<file path="config.mk">
export PLATFORM = sky130hd
export DESIGN_NAME = text_console_writer
export DESIGN_NICKNAME = d
export VERILOG_FILES = /design/src/rtl/text_console_writer.sv
export SDC_FILE = /design/constraint.sdc
export NUM_CORES = 1
export LEC_CHECK = 0
export BUFFER_PORTS_ARGS = -buffer_cell sky130_fd_sc_hd__buf_2
export CAP_MARGIN = 20
export CORE_MARGIN = 1
export CORE_UTILIZATION = 58
export CTS_CLUSTER_SIZE = 20
export DETAILED_ROUTE_END_ITERATION = 8
export PLACE_DENSITY = 0.77
export SETUP_SLACK_MARGIN = 0.02
export SYNTH_ARGS = -nofsm -noshare
export SYNTH_HDL_FRONTEND = slang
export SYNTH_SLANG_ARGS = --single-unit
export TNS_END_PERCENT = 1
</file>
<file path="constraint.sdc">
create_clock -name clk -period 2.85 [get_ports clk]
set_clock_uncertainty 0.05 [all_clocks]
set_input_delay 0.285 -clock clk [delete_from_list [all_inputs] [get_ports clk]]
set_output_delay 0.285 -clock clk [all_outputs]
set_load 0.005 [all_outputs]
</file>
<file path="src/rtl/text_console_writer.sv">
// text_console_writer
//   Terminal engine: turns an input byte stream into writes to a character VRAM.
//   It tracks a logical cursor and handles CR, LF, BS and FF control codes.
//   Printable characters wrap to the next line at the last column.
//   Scrolling is done in hardware by rotating top_row and blanking the row that
//   becomes the new bottom line. VRAM contents are never moved. The display side
//   maps logical row r to physical row (r + top_row) mod ROWS.
// Ports
//   clk        system clock
//   btn_rst_n  asynchronous active-low reset
//   in_data    input byte; in_valid qualifies it; accepted when in_valid & in_ready
//   vram_we    VRAM port-A write strobe (registered)
//   vram_addr  {physical_row, col} for the write
//   vram_data  character to write
//   cursor_col logical cursor column
//   cursor_row logical cursor row (0 = top line of the screen)
//   top_row    physical row currently shown on screen line 0
//   busy       a clear or scroll sweep is in progress
module text_console_writer #(
  parameter int         COLS           = 80,
  parameter int         ROWS           = 30,
  parameter int         COL_W          = $clog2(COLS),
  parameter int         ROW_W          = $clog2(ROWS),
  parameter bit         CLEAR_ON_RESET = 1'b1,
  parameter bit         STRIP_B7       = 1'b1,
  parameter logic [7:0] BLANK          = 8'h20
) (
  input  logic                   clk,
  input  logic                   btn_rst_n,
  input  logic [7:0]             in_data,
  input  logic                   in_valid,
  output logic                   in_ready,
  output logic                   vram_we,
  output logic [ROW_W+COL_W-1:0] vram_addr,
  output logic [7:0]             vram_data,
  output logic [COL_W-1:0]       cursor_col,
  output logic [ROW_W-1:0]       cursor_row,
  output logic [ROW_W-1:0]       top_row,
  output logic                   busy
);

  typedef enum logic [1:0] {IDLE, CLR_SCREEN, CLR_LINE} state_t;

  localparam logic [COL_W-1:0] COL_LAST = COL_W'(COLS - 1);
  localparam logic [ROW_W-1:0] ROW_LAST = ROW_W'(ROWS - 1);

  // Modular row add. Both operands are below ROWS, so a single conditional
  // subtract is enough and ROWS need not be a power of two.
  function automatic logic [ROW_W-1:0] wrap_add(input logic [ROW_W-1:0] a,
                                                input logic [ROW_W-1:0] b);
    logic [ROW_W:0] s;
    s = {1'b0, a} + {1'b0, b};
    if (s >= (ROW_W+1)'(ROWS)) s = s - (ROW_W+1)'(ROWS);
    return s[ROW_W-1:0];
  endfunction

  state_t                   state, state_nx;
  logic [COL_W-1:0]         sw_col, sw_col_nx;
  logic [ROW_W-1:0]         sw_row, sw_row_nx;
  logic [COL_W-1:0]         col_nx;
  logic [ROW_W-1:0]         row_nx, top_nx;
  logic                     we_nx;
  logic [ROW_W+COL_W-1:0]   addr_nx;
  logic [7:0]               data_nx;
  logic                     busy_nx;
  logic                     accept;
  logic                     do_nl;
  logic [7:0]               byte_p0;
  logic [ROW_W-1:0]         phys_row;

  assign accept   = in_valid & in_ready;
  assign byte_p0  = STRIP_B7 ? {1'b0, in_data[6:0]} : in_data;
  assign phys_row = wrap_add(cursor_row, top_row);

  always_comb begin
    state_nx  = state;
    sw_col_nx = sw_col;
    sw_row_nx = sw_row;
    col_nx    = cursor_col;
    row_nx    = cursor_row;
    top_nx    = top_row;
    we_nx     = 1'b0;
    addr_nx   = vram_addr;
    data_nx   = vram_data;
    do_nl     = 1'b0;

    unique case (state)
      IDLE: begin
        if (accept) begin
          unique case (byte_p0)
            8'h0D: col_nx = '0;
            8'h0A: do_nl = 1'b1;
            8'h08: begin
              // No reverse wrap: backspace at column 0 does nothing.
              if (cursor_col != '0) begin
                col_nx  = cursor_col - COL_W'(1);
                we_nx   = 1'b1;
                addr_nx = {phys_row, cursor_col - COL_W'(1)};
                data_nx = BLANK;
              end
            end
            8'h0C: begin
              col_nx    = '0;
              row_nx    = '0;
              top_nx    = '0;
              sw_col_nx = '0;
              sw_row_nx = '0;
              state_nx  = CLR_SCREEN;
            end
            default: begin
              if (byte_p0 >= 8'h20 && byte_p0 <= 8'h7E) begin
                we_nx   = 1'b1;
                addr_nx = {phys_row, cursor_col};
                data_nx = byte_p0;
                if (cursor_col != COL_LAST) begin
                  col_nx = cursor_col + COL_W'(1);
                end else begin
                  col_nx = '0;
                  do_nl  = 1'b1;
                end
              end
            end
          endcase

          // The old top physical row becomes the new bottom line, so it is
          // the row that gets blanked.
          if (do_nl) begin
            if (cursor_row != ROW_LAST) begin
              row_nx = cursor_row + ROW_W'(1);
            end else begin
              sw_row_nx = top_row;
              sw_col_nx = '0;
              top_nx    = wrap_add(top_row, ROW_W'(1));
              state_nx  = CLR_LINE;
            end
          end
        end
      end

      CLR_SCREEN: begin
        we_nx   = 1'b1;
        addr_nx = {sw_row, sw_col};
        data_nx = BLANK;
        if (sw_col == COL_LAST) begin
          sw_col_nx = '0;
          if (sw_row == ROW_LAST) begin
            sw_row_nx = '0;
            state_nx  = IDLE;
          end else begin
            sw_row_nx = sw_row + ROW_W'(1);
          end
        end else begin
          sw_col_nx = sw_col + COL_W'(1);
        end
      end

      CLR_LINE: begin
        we_nx   = 1'b1;
        addr_nx = {sw_row, sw_col};
        data_nx = BLANK;
        if (sw_col == COL_LAST) begin
          sw_col_nx = '0;
          state_nx  = IDLE;
        end else begin
          sw_col_nx = sw_col + COL_W'(1);
        end
      end

      default: state_nx = IDLE;
    endcase

    // Busy covers the cycle in which the last sweep write is on the bus, so
    // in_ready only rises in the cycle after it, and it drops in the cycle
    // after a byte that starts a sweep.
    busy_nx = (state != IDLE) || (state_nx != IDLE);
  end

  always_ff @(posedge clk or negedge btn_rst_n) begin
    if (!btn_rst_n) begin
      if (CLEAR_ON_RESET) state <= CLR_SCREEN;
      else                state <= IDLE;
      sw_col     <= '0;
      sw_row     <= '0;
      cursor_col <= '0;
      cursor_row <= '0;
      top_row    <= '0;
      vram_we    <= 1'b0;
      vram_addr  <= '0;
      vram_data  <= '0;
      busy       <= 1'b0;
      in_ready   <= 1'b0;
    end else begin
      state      <= state_nx;
      sw_col     <= sw_col_nx;
      sw_row     <= sw_row_nx;
      cursor_col <= col_nx;
      cursor_row <= row_nx;
      top_row    <= top_nx;
      vram_we    <= we_nx;
      vram_addr  <= addr_nx;
      vram_data  <= data_nx;
      busy       <= busy_nx;
      in_ready   <= ~busy_nx;
    end
  end

endmodule
</file>
==> results_dict.tcl <==
set metrics [dict create \
    outcome "completed" \
    drive_gt1_frac 0.2165 \
    synth_top_area_cell "dfrtp_1" \
    crit_chain "inv_1 -> ha_1 -> and4_1 -> a2111oi_1 -> a21oi_2 -> buf_4 -> mux2_2" \
    fin_crit_sh 0.9176 \
    max-cap-violations 0 \
    p_per_area_nw_per_um2 591.8 \
    grt_usage 0.2803 \
    regToRegStartpoint "state[0]" \
    wl_per_cell_um 16.33 \
    tightest_slew_ns 0.7887 \
    post_synth_inst_count 431 \
    dp_hpwl_mm 6.810 \
    num_vias 3466 \
    fmax_ghz 0.3824 \
    synth_ff_type "dfrtp_1" \
    reg2reg_slack_ns 0.23 \
    via_per_inst 6.167 \
    wl_met1_mm 4.469 \
    synthArstFlopShare 1.000 \
    rr_worst_depth 7 \
    die_x_um 82.62 \
    first_pass_iters 4 \
    ys_warn_count 0 \
    start_kind "flip-flop" \
    wl_met2_mm 4.189 \
    setup_viol 0 \
    clk_latency_ns 0.33 \
    required_ns 3.02 \
    hold_class "input port to flip-flop" \
    synth_area_um2 3770 \
    wirelength_mm 9.176 \
    root_buffer "clkbuf_8" \
    ant_nets 0 \
    end_kind "flip-flop" \
    gp_congestion 0.8480 \
    crit_end "vram_addr[3]" \
    clkSinkCount 53 \
    path_buf_inv 2 \
    grt_pass1_vias 3018 \
    yosysMostFrequentCell "nand2_1" \
    antenna_found_initial 0 \
    die_y_um 82.62 \
    yosys-top-cells-area "dfrtp_1 35%, ha_1 7.0%, o21ai_0 5.6%, nand2_1 5.3%, nand3_1 2.7%" \
    crit_start "state[0]" \
    diodes 0 \
    worst_ir_drop_vdd_mv 0.4622 \
    grt_setup_unrepaired "no" \
    setup_ws_ns 0.2350 \
    finalPower_mw 2.508 \
    grt_max_degree 30 \
    drtIter0Drc 247 \
    layout_min_cycle_time_ns 2.615 \
    dp_slack_ns 0.2435 \
    yosys.cell_types.count 72 \
    cp.depth 7 \
    synth_nets 464 \
    synth_top_area_frac 0.3452 \
    cts_max_level 2 \
    crit_type "flip-flop to flip-flop" \
    synth_edf_count 0 \
    start_util 0.5971 \
    ys_ff_latch 53 \
    grt-ovfl-total 0 \
    leakage_nw 1.933 \
    met3WireLength_um 417 \
    finalMaxSlewViolations 0 \
    slew_headroom 0.4742 \
    worst-path-max-fanout 18 \
    yosysSeqAreaShare 0.3521 \
    clk_pin_slew_ns 0.11 \
    slowest_stage "dfstp_2" \
    hp-start "in_data[2]" \
    r2r_end "vram_addr[3]" \
    syn-mean-instance-area_um2 8.747 \
    top_layer_used "met4" \
    grt_first_pass_wirelength_mm 14.39 \
    setup_tns_ns 0 \
    synth_commonest_cells "53 x nand2_1, 52 x dfrtp_1, 42 x o21ai_0" \
    critPathTopFamily "compound AO/OA/AOI/OAI gates" \
    clockBufferDepth 2 \
    pin_count 51 \
    area_growth_pct 12.41 \
    cts_tree "done" \
    slowest_delay_ns 0.59 \
    core_um2 6314 \
    nets 517 \
    row_count 29 \
    dieArea_um2 6826 \
    hold_viol_final 0 \
    drc 0 \
    placement.io_buffers 48 \
    cts_buffers 5 \
    crit_arrival_ns 2.78 \
]
[layer usage]
layer  track usage  vias to the layer above
met5             0                        -
met4       0.08103                        0
met3       0.04176                       13
met2        0.4322                      114
met1        0.4059                     1656
li1              -                     1683
[worst min-delay path, delay by kind of cell]
family / cells / cell delay (ns)
buf+inv: 1 / 0.13
simple gates: 1 / 0.08
compound gates: 1 / 0.07
[state kept, by name (all words and copies together), names as in the netlist]
name        cells
in_ready        1
vram_data       7
sw_row          5
top_row         5
sw_col          7
cursor_row      5
busy            1
state           2
vram_addr      12
cursor_col      7
vram_we         1
[per-stage QoR]
step                std cells  hold slack (ns)  utilization  instance area [µm²]
floorplan                 431         -0.06059            -                 3770
global placement          553           0.2565       0.6540                 4129
detailed placement        553           0.2828       0.6540                 4129
CTS                       562           0.2038       0.6710                 4237
global route              562           0.2270       0.6712                 4238
finish                    562           0.2184       0.6712                 4238
[how the worst min path moves through the flow]
stage / to / slack [ns] / depth (start not counted)
finish: vram_data[2] / 0.22 / 3
global route: vram_data[1] / 0.23 / 3
CTS: vram_data[2] / 0.20 / 3
detailed placement: vram_addr[4] / 0.28 / 1
global placement: vram_addr[3] / 0.26 / 1
floorplan: busy / -0.06 / 0
[power breakdown]
part           switching (mW)  internal [mW]
logic                   0.511          0.424
clock network           0.286          0.184
registers               0.178          0.924
[kinds of logic after synthesis]
| family | count (synthesis) | synth area share |
|---|---|---|
| other | 1 | 0.0009947 |
| flip-flops | 53 | 0.3521 |
| buffers and inverters | 37 | 0.04580 |
| AO/OA/AOI/OAI | 136 | 0.2353 |
| AND/OR/NAND/NOR | 162 | 0.2386 |
| multiplexers | 11 | 0.03120 |
| XOR/XNOR | 9 | 0.02091 |
| adder cells (fa/ha/maj) | 22 | 0.07501 |
[what timing repair did]
item / 4_1_cts / 5_1_grt
endpoints found under the hold margin: 23 / 0
gates resized for setup: 0 / 1
hold buffers: 1 / 0
endpoints found under the setup margin: 0 / 2
setup buffers: 0 / 0
[cells in the final DEF (no fill, tap or decap), types with 3 or more instances in the layout]
| cell type | count |
|---|---|
| nand2_1 | 53 |
| dfrtp_1 | 52 |
| buf_2 | 48 |
| o21ai_0 | 42 |
| nor2_1 | 23 |
| ha_1 | 21 |
| nand3_1 | 20 |
| a21oi_1 | 18 |
| buf_4 | 18 |
| inv_1 | 16 |
| nand2b_1 | 9 |
| o31ai_1 | 8 |
| nor3_1 | 7 |
| xor2_1 | 7 |
| a211oi_1 | 7 |
| a21o_1 | 7 |
| nor2b_1 | 7 |
| o21ai_1 | 7 |
| a31oi_1 | 6 |
| mux2_2 | 6 |
| and3_1 | 5 |
| mux2i_1 | 5 |
| a22o_1 | 5 |
| o211ai_1 | 5 |
| clkbuf_8 | 5 |
| nor3b_1 | 4 |
| nand4_1 | 4 |
| or3_1 | 4 |
| o21ai_2 | 3 |
| o22ai_1 | 3 |
| a22oi_1 | 3 |
[cell type report]
cell class                 instances  area (µm²)
clock inverter                     3       28.78
sequential                        53        1328
tap                               77       96.34
clock buffer                       5       68.82
multi-input combinational        341        2271
fill                             521        2076
inverter                          16       60.06
timing repair buffer              67       385.4
Power figures use the tool's default switching activity.
